<file path="src/rtl/judge_pkg.sv">
// Shared types and constants for the LED round judge.
// JUDGE_DEBOUNCE_EN (optional) enables the button debouncer in btn_sync.
package judge_pkg;

  localparam int NUM_BTN        = 4;
  localparam int DEBOUNCE_TICKS = 4;

  typedef enum logic [1:0] {
    IDLE,
    ARMED,
    HIT,
    LOCKOUT
  } state_t;

endpackage

</file>
<file path="src/rtl/btn_sync.sv">
// Per-button synchronizer, optional debouncer and rising-edge detector.
// JUDGE_DEBOUNCE_EN: require DEBOUNCE_TICKS stable slowen ticks before a press.
module btn_sync
  import judge_pkg::*;
#(
  parameter int W = NUM_BTN
) (
  input  logic         clk,
  input  logic         rst,
  input  logic         slowen,
  input  logic [W-1:0] btn,
  output logic [W-1:0] press
);

  logic [W-1:0] sync1;
  logic [W-1:0] sync2;
  logic [W-1:0] lvl;
  logic [W-1:0] prev;
  logic [W-1:0] armed;
  logic [1:0]   vld;

`ifdef JUDGE_DEBOUNCE_EN
  localparam int CW = $clog2(DEBOUNCE_TICKS + 1);

  logic [CW-1:0] cnt [W];
  logic [W-1:0]  deb;

  always_ff @(posedge clk or posedge rst) begin
    if (rst) begin
      deb <= '0;
      for (int i = 0; i < W; i++) cnt[i] <= '0;
    end else begin
      for (int i = 0; i < W; i++) begin
        if (!sync2[i]) begin
          cnt[i] <= '0;
          deb[i] <= 1'b0;
        end else if (slowen && cnt[i] != CW'(DEBOUNCE_TICKS)) begin
          cnt[i] <= cnt[i] + CW'(1);
          if (cnt[i] == CW'(DEBOUNCE_TICKS - 1)) deb[i] <= 1'b1;
        end
      end
    end
  end

  assign lvl = deb;
`else
  logic unused_slowen;

  assign unused_slowen = slowen;
  assign lvl           = sync2;
`endif

  // A bit only arms once it has been seen low after reset,
  // so a button held through reset release never yields an edge.
  always_ff @(posedge clk or posedge rst) begin
    if (rst) begin
      sync1 <= '0;
      sync2 <= '0;
      prev  <= '0;
      armed <= '0;
      vld   <= '0;
      press <= '0;
    end else begin
      sync1 <= btn;
      sync2 <= sync1;
      vld   <= {vld[0], 1'b1};
      prev  <= lvl;
      armed <= armed | ({W{vld[1]}} & ~sync2);
      press <= lvl & ~prev & armed;
    end
  end

endmodule

</file>
<file path="src/rtl/led_round_judge.sv">
// Reaction-round judge: lights the target LED, scores hits, locks out false starts.
// JUDGE_DEBOUNCE_EN (optional) adds a button debouncer inside btn_sync.
module led_round_judge
  import judge_pkg::*;
#(
  parameter int LOCKOUT_TICKS = 8,
  parameter int SCORE_W       = 4
) (
  input  logic               clk,
  input  logic               rst,
  input  logic               slowen,
  input  logic               leds_on,
  input  logic               clear,
  input  logic [1:0]         led_control,
  input  logic [3:0]         btn,
  output logic               winrnd,
  output logic [3:0]         led,
  output logic [SCORE_W-1:0] score
);

  localparam int LW = $clog2(LOCKOUT_TICKS + 1);

  state_t               state;
  state_t               state_nxt;
  logic [NUM_BTN-1:0]   press;
  logic [NUM_BTN-1:0]   target;
  logic [LW-1:0]        lock_cnt;
  logic                 win_nxt;
  logic                 ld_cnt;

  btn_sync #(
    .W (NUM_BTN)
  ) u_btn_sync (
    .clk    (clk),
    .rst    (rst),
    .slowen (slowen),
    .btn    (btn),
    .press  (press)
  );

  assign target = NUM_BTN'(1) << led_control;

  always_comb begin
    state_nxt = state;
    win_nxt   = 1'b0;
    unique case (state)
      IDLE: begin
        if (|press)       state_nxt = LOCKOUT;
        else if (leds_on) state_nxt = ARMED;
      end
      ARMED: begin
        if (press == target) begin
          state_nxt = HIT;
          win_nxt   = 1'b1;
        end else if (|press) begin
          state_nxt = LOCKOUT;
        end else if (!leds_on) begin
          state_nxt = IDLE;
        end
      end
      HIT: begin
        if (!leds_on) state_nxt = IDLE;
      end
      LOCKOUT: begin
        if (lock_cnt == '0 && !leds_on) state_nxt = IDLE;
      end
      default: state_nxt = IDLE;
    endcase
    // Abort wins over everything, including a correct press.
    if (clear) begin
      state_nxt = IDLE;
      win_nxt   = 1'b0;
    end
  end

  assign ld_cnt = (state != LOCKOUT) && (state_nxt == LOCKOUT);

  always_ff @(posedge clk or posedge rst) begin
    if (rst) begin
      state  <= IDLE;
      winrnd <= 1'b0;
      led    <= '0;
    end else begin
      state  <= state_nxt;
      winrnd <= win_nxt;
      led    <= (leds_on && !clear) ? target : '0;
    end
  end

  always_ff @(posedge clk or posedge rst) begin
    if (rst) begin
      lock_cnt <= '0;
    end else if (clear) begin
      lock_cnt <= '0;
    end else if (ld_cnt) begin
      lock_cnt <= LW'(LOCKOUT_TICKS);
    end else if (state == LOCKOUT && slowen && lock_cnt != '0) begin
      lock_cnt <= lock_cnt - LW'(1);
    end
  end

  always_ff @(posedge clk or posedge rst) begin
    if (rst) begin
      score <= '0;
    end else if (winrnd && score != {SCORE_W{1'b1}}) begin
      score <= score + SCORE_W'(1);
    end
  end

endmodule

</file>
<file path="config.mk">
export PLATFORM = sky130hd
export DESIGN_NAME = led_round_judge
export DESIGN_NICKNAME = d
export VERILOG_FILES = /design/src/rtl/judge_pkg.sv /design/src/rtl/btn_sync.sv /design/src/rtl/led_round_judge.sv
export SDC_FILE = /design/constraint.sdc
export NUM_CORES = 1
export LEC_CHECK = 0
export CAP_MARGIN = 20
export CORE_UTILIZATION = 50
export DETAILED_ROUTE_END_ITERATION = 10
export PLACE_DENSITY = 0.74
export REMOVE_ABC_BUFFERS = 1
export SLEW_MARGIN = 20
export SYNTH_ARGS = -nofsm -noshare
export SYNTH_HDL_FRONTEND = slang
export SYNTH_HIERARCHICAL = 1
export SYNTH_SLANG_ARGS = --single-unit
</file>
<file path="constraint.sdc">
create_clock -name clk -period 5 [get_ports clk]
set_input_delay 1 -clock clk [delete_from_list [all_inputs] [get_ports clk]]
set_output_delay 1 -clock clk [all_outputs]
set_load 0.02 [all_outputs]
</file>
==> flow_summary.json <==
{
  "outcome": "finished, final reports clean",
  "yosysWarnings": 6,
  "pin_count": 20,
  "first_global_vias": 972,
  "syn_area_per_cell_sq_um": 12.2,
  "grt_overflow": 0,
  "cp_max_fo": 7,
  "slew_headroom_pct": 46.6,
  "hp-class": "reg -> reg",
  "required_ns": 5.24,
  "drc": 0,
  "netlist_area_sq_mm": 0.00143,
  "dieArea_sq_mm": 0.00309,
  "wl_per_cell_microns": 13.5,
  "fp.dieW_microns": 55.6,
  "max_freq_ghz": 0.386,
  "holdBufCountCts": 0,
  "cts_root_buffer": "clkbuf_4",
  "worstSetupStartpointType": "input port",
  "numCtsBuffers": 5,
  "io_buffer_count": 19,
  "antenna_found_initial": 0,
  "worstSetupEndpointType": "register",
  "hold_viol": 0,
  "synthDistinctLibCells": 33,
  "path_clk_slew_ns": 0.11,
  "fin_worst_skew_ns": 0.00969,
  "whs_path_depth": 0,
  "nFillCells": 215,
  "drtIter0Drc": 43,
  "grtUsageTotal_pct": 17.7,
  "worst_slew_pin_slew_ns": 0.800,
  "cts_max_level": 2,
  "dp_hpwl_microns": 1730,
  "max-cap-violations": 0,
  "nNetsFinal": 156,
  "cts_setup_buffers": 0,
  "drv_slew": 0,
  "vias": 973,
  "rrSetupSlack_ns": 3.18,
  "area_growth_pct": 21.6,
  "fin_crit_ns": 2.59,
  "diodes": 0,
  "ys_seq_area_share_pct": 64.6,
  "static-leakage-power_nw": 0.781,
  "crit_type": "in -> reg",
  "core_area_sq_mm": 0.00273,
  "max-vdd-ir-drop_mv": 0.329,
  "drive_above_1_share_pct": 9.03,
  "ys_ff_latch": 37,
  "cts_resized": 0,
  "gp_congestion": 0.820,
  "arrival_ns": 2.84,
  "insertion_delay_ns": 0.34,
  "grt_max_degree": 23,
  "start_util_pct": 52.4,
  "cts_tree": "built",
  "grt_pass1_wl_microns": 4080,
  "wirelength_microns": 2360,
  "timing.setup.tns_ns": 0,
  "ant_nets": 0,
  "syn-instance-count": 118,
  "clock_sinks": 37,
  "num_rows": 19,
  "rsz0062_at_grt": "no",
  "r2r_cells": 4,
  "clk_path_buf_depth": 2,
  "setup_viol": 0,
  "drt-vias-per-instance": 5.56,
  "p_per_area_mw_per_mm2": 351,
  "period_share_pct": 51.8,
  "stdcell_count": 175,
  "die_h_microns": 55.6,
  "drt_pass1_iterations": 4,
  "dpl.cell_count": 167
}
## registers in the layout, summed over array words and instances, names as in the netlist, 2 cells and up
signal            cells
u_btn_sync/vld        2
u_btn_sync/armed      4
u_btn_sync/lvl        4
u_btn_sync/prev       4
led                   4
score                 4
u_btn_sync/sync1      4
state                 2
lock_cnt              4
u_btn_sync/press      4
## placed cells by master (no fill, tap or decap), drive strengths merged, types with 2 or more instances in the layout
cell type / instances
nand2: 9
mux2: 2
o21ai: 2
and3: 3
a211oi: 2
ha: 2
nor3: 3
nor2: 11
inv: 10
clkbuf: 5
a2111oi: 2
a21o: 6
or3b: 2
clkdlybuf4s50: 19
dfrtp: 37
nand3: 2
a21oi: 8
xnor2: 2
o21a: 2
## path summary, 6_finish.rpt
| kind | start | to |
|---|---|---|
| hold reg to reg | u_btn_sync/sync1[0] | u_btn_sync/lvl[0] |
| min in group asynchronous | rst | score[0] |
| hold / removal | u_btn_sync/sync1[0] | u_btn_sync/lvl[0] |
| setup / recovery | led_control[0] | lock_cnt[1] |
| max in group asynchronous | rst | u_btn_sync/press[1] |
| setup reg to reg | u_btn_sync/press[3] | lock_cnt[1] |
## Yosys cell counts
library cell  instances  area (sq um)
a2111oi_2             1          15.0
a2111oi_4             1          27.5
a211oi_1              2          15.0
a21bo_2               1          10.0
a21o_1                6          45.0
a21oi_1               8          40.0
a31oi_1               1          6.26
and2_1                1          6.26
and3_1                3          18.8
and4b_1               1          10.0
clkbuf_1              1          3.75
conb_1                1          3.75
dfrtp_1              37           926
ha_1                  2          25.0
inv_1                10          37.5
mux2_1                2          22.5
nand2_1               9          33.8
nand3_1               2          10.0
nand3b_1              1          7.51
nand4_1               1          6.26
nor2_1               11          41.3
nor2b_1               1          6.26
nor3_1                3          15.0
nor3b_1               1          7.51
nor4b_1               1          8.76
nor4bb_1              1          10.0
o2111ai_1             1          8.76
o21a_1                2          15.0
o21ai_0               1          5.00
o21ai_2               1          8.76
or3b_1                1          8.76
or3b_4                1          11.3
xnor2_1               2          17.5
## worst max-delay path: stages
cell and delay, ns:
clkdlybuf4s50_1 0.52, or3b_4 0.43, a2111oi_4 0.39, o21ai_2 0.14
a2111oi_2 0.35
## per-layer routing
layer  vias to the layer above  share of wire, %  GRT usage (%)
met5                         -                 0              0
met4                         0               3.1           11.1
met3                        11               5.2           7.03
met2                        30                47           28.1
met1                       474                44           20.1
li1                        458                 -              -
## where the power goes
group,internal (mW),leakage [nW],switching [mW]
combinational,0.0353,0.287,0.0365
sequential,0.316,0.453,0.0169
clock,0.106,0.0414,0.100
## metrics by stage
step / power, mW / hold WS, ns / setup WS [ns] / utilization (%) / area, sq um
after global placement: 0.407 / 0.332 / 2.10 / 60.7 / 1660
after floorplan: 0.377 / 0.331 / 2.69 / - / 1430
final: 0.611 / 0.356 / 2.41 / 63.8 / 1740
after detailed placement: 0.411 / 0.337 / 2.06 / 60.7 / 1660
after global routing: 0.638 / 0.366 / 2.32 / 63.8 / 1740
after CTS: 0.615 / 0.363 / 2.42 / 63.8 / 1740
## area by class of cell
| type | count | area [sq um] | area share [%] |
|---|---|---|---|
| timing repair buffer | 19 | 190 | 10.9 |
| multi-input combinational | 70 | 467 | 26.8 |
| clock inverter | 3 | 46.3 | 2.66 |
| clock buffer | 5 | 37.5 | 2.15 |
| sequential | 37 | 926 | 53.1 |
| inverter | 10 | 37.5 | 2.15 |
| tap | 31 | 38.8 | 2.23 |
## kinds of logic after synthesis
family,after synthesis,synth area share [%]
AOI/OAI and AO/OA,25,13.7
xor gates and xnor gates,2,1.22
adders and majority gates,2,1.74
buffers and inverters,11,2.88
DFF,37,64.6
muxes,2,1.57
other,1,0.262
and+or+nand+nor,38,14.1
(Power assumes the default switching activity.)
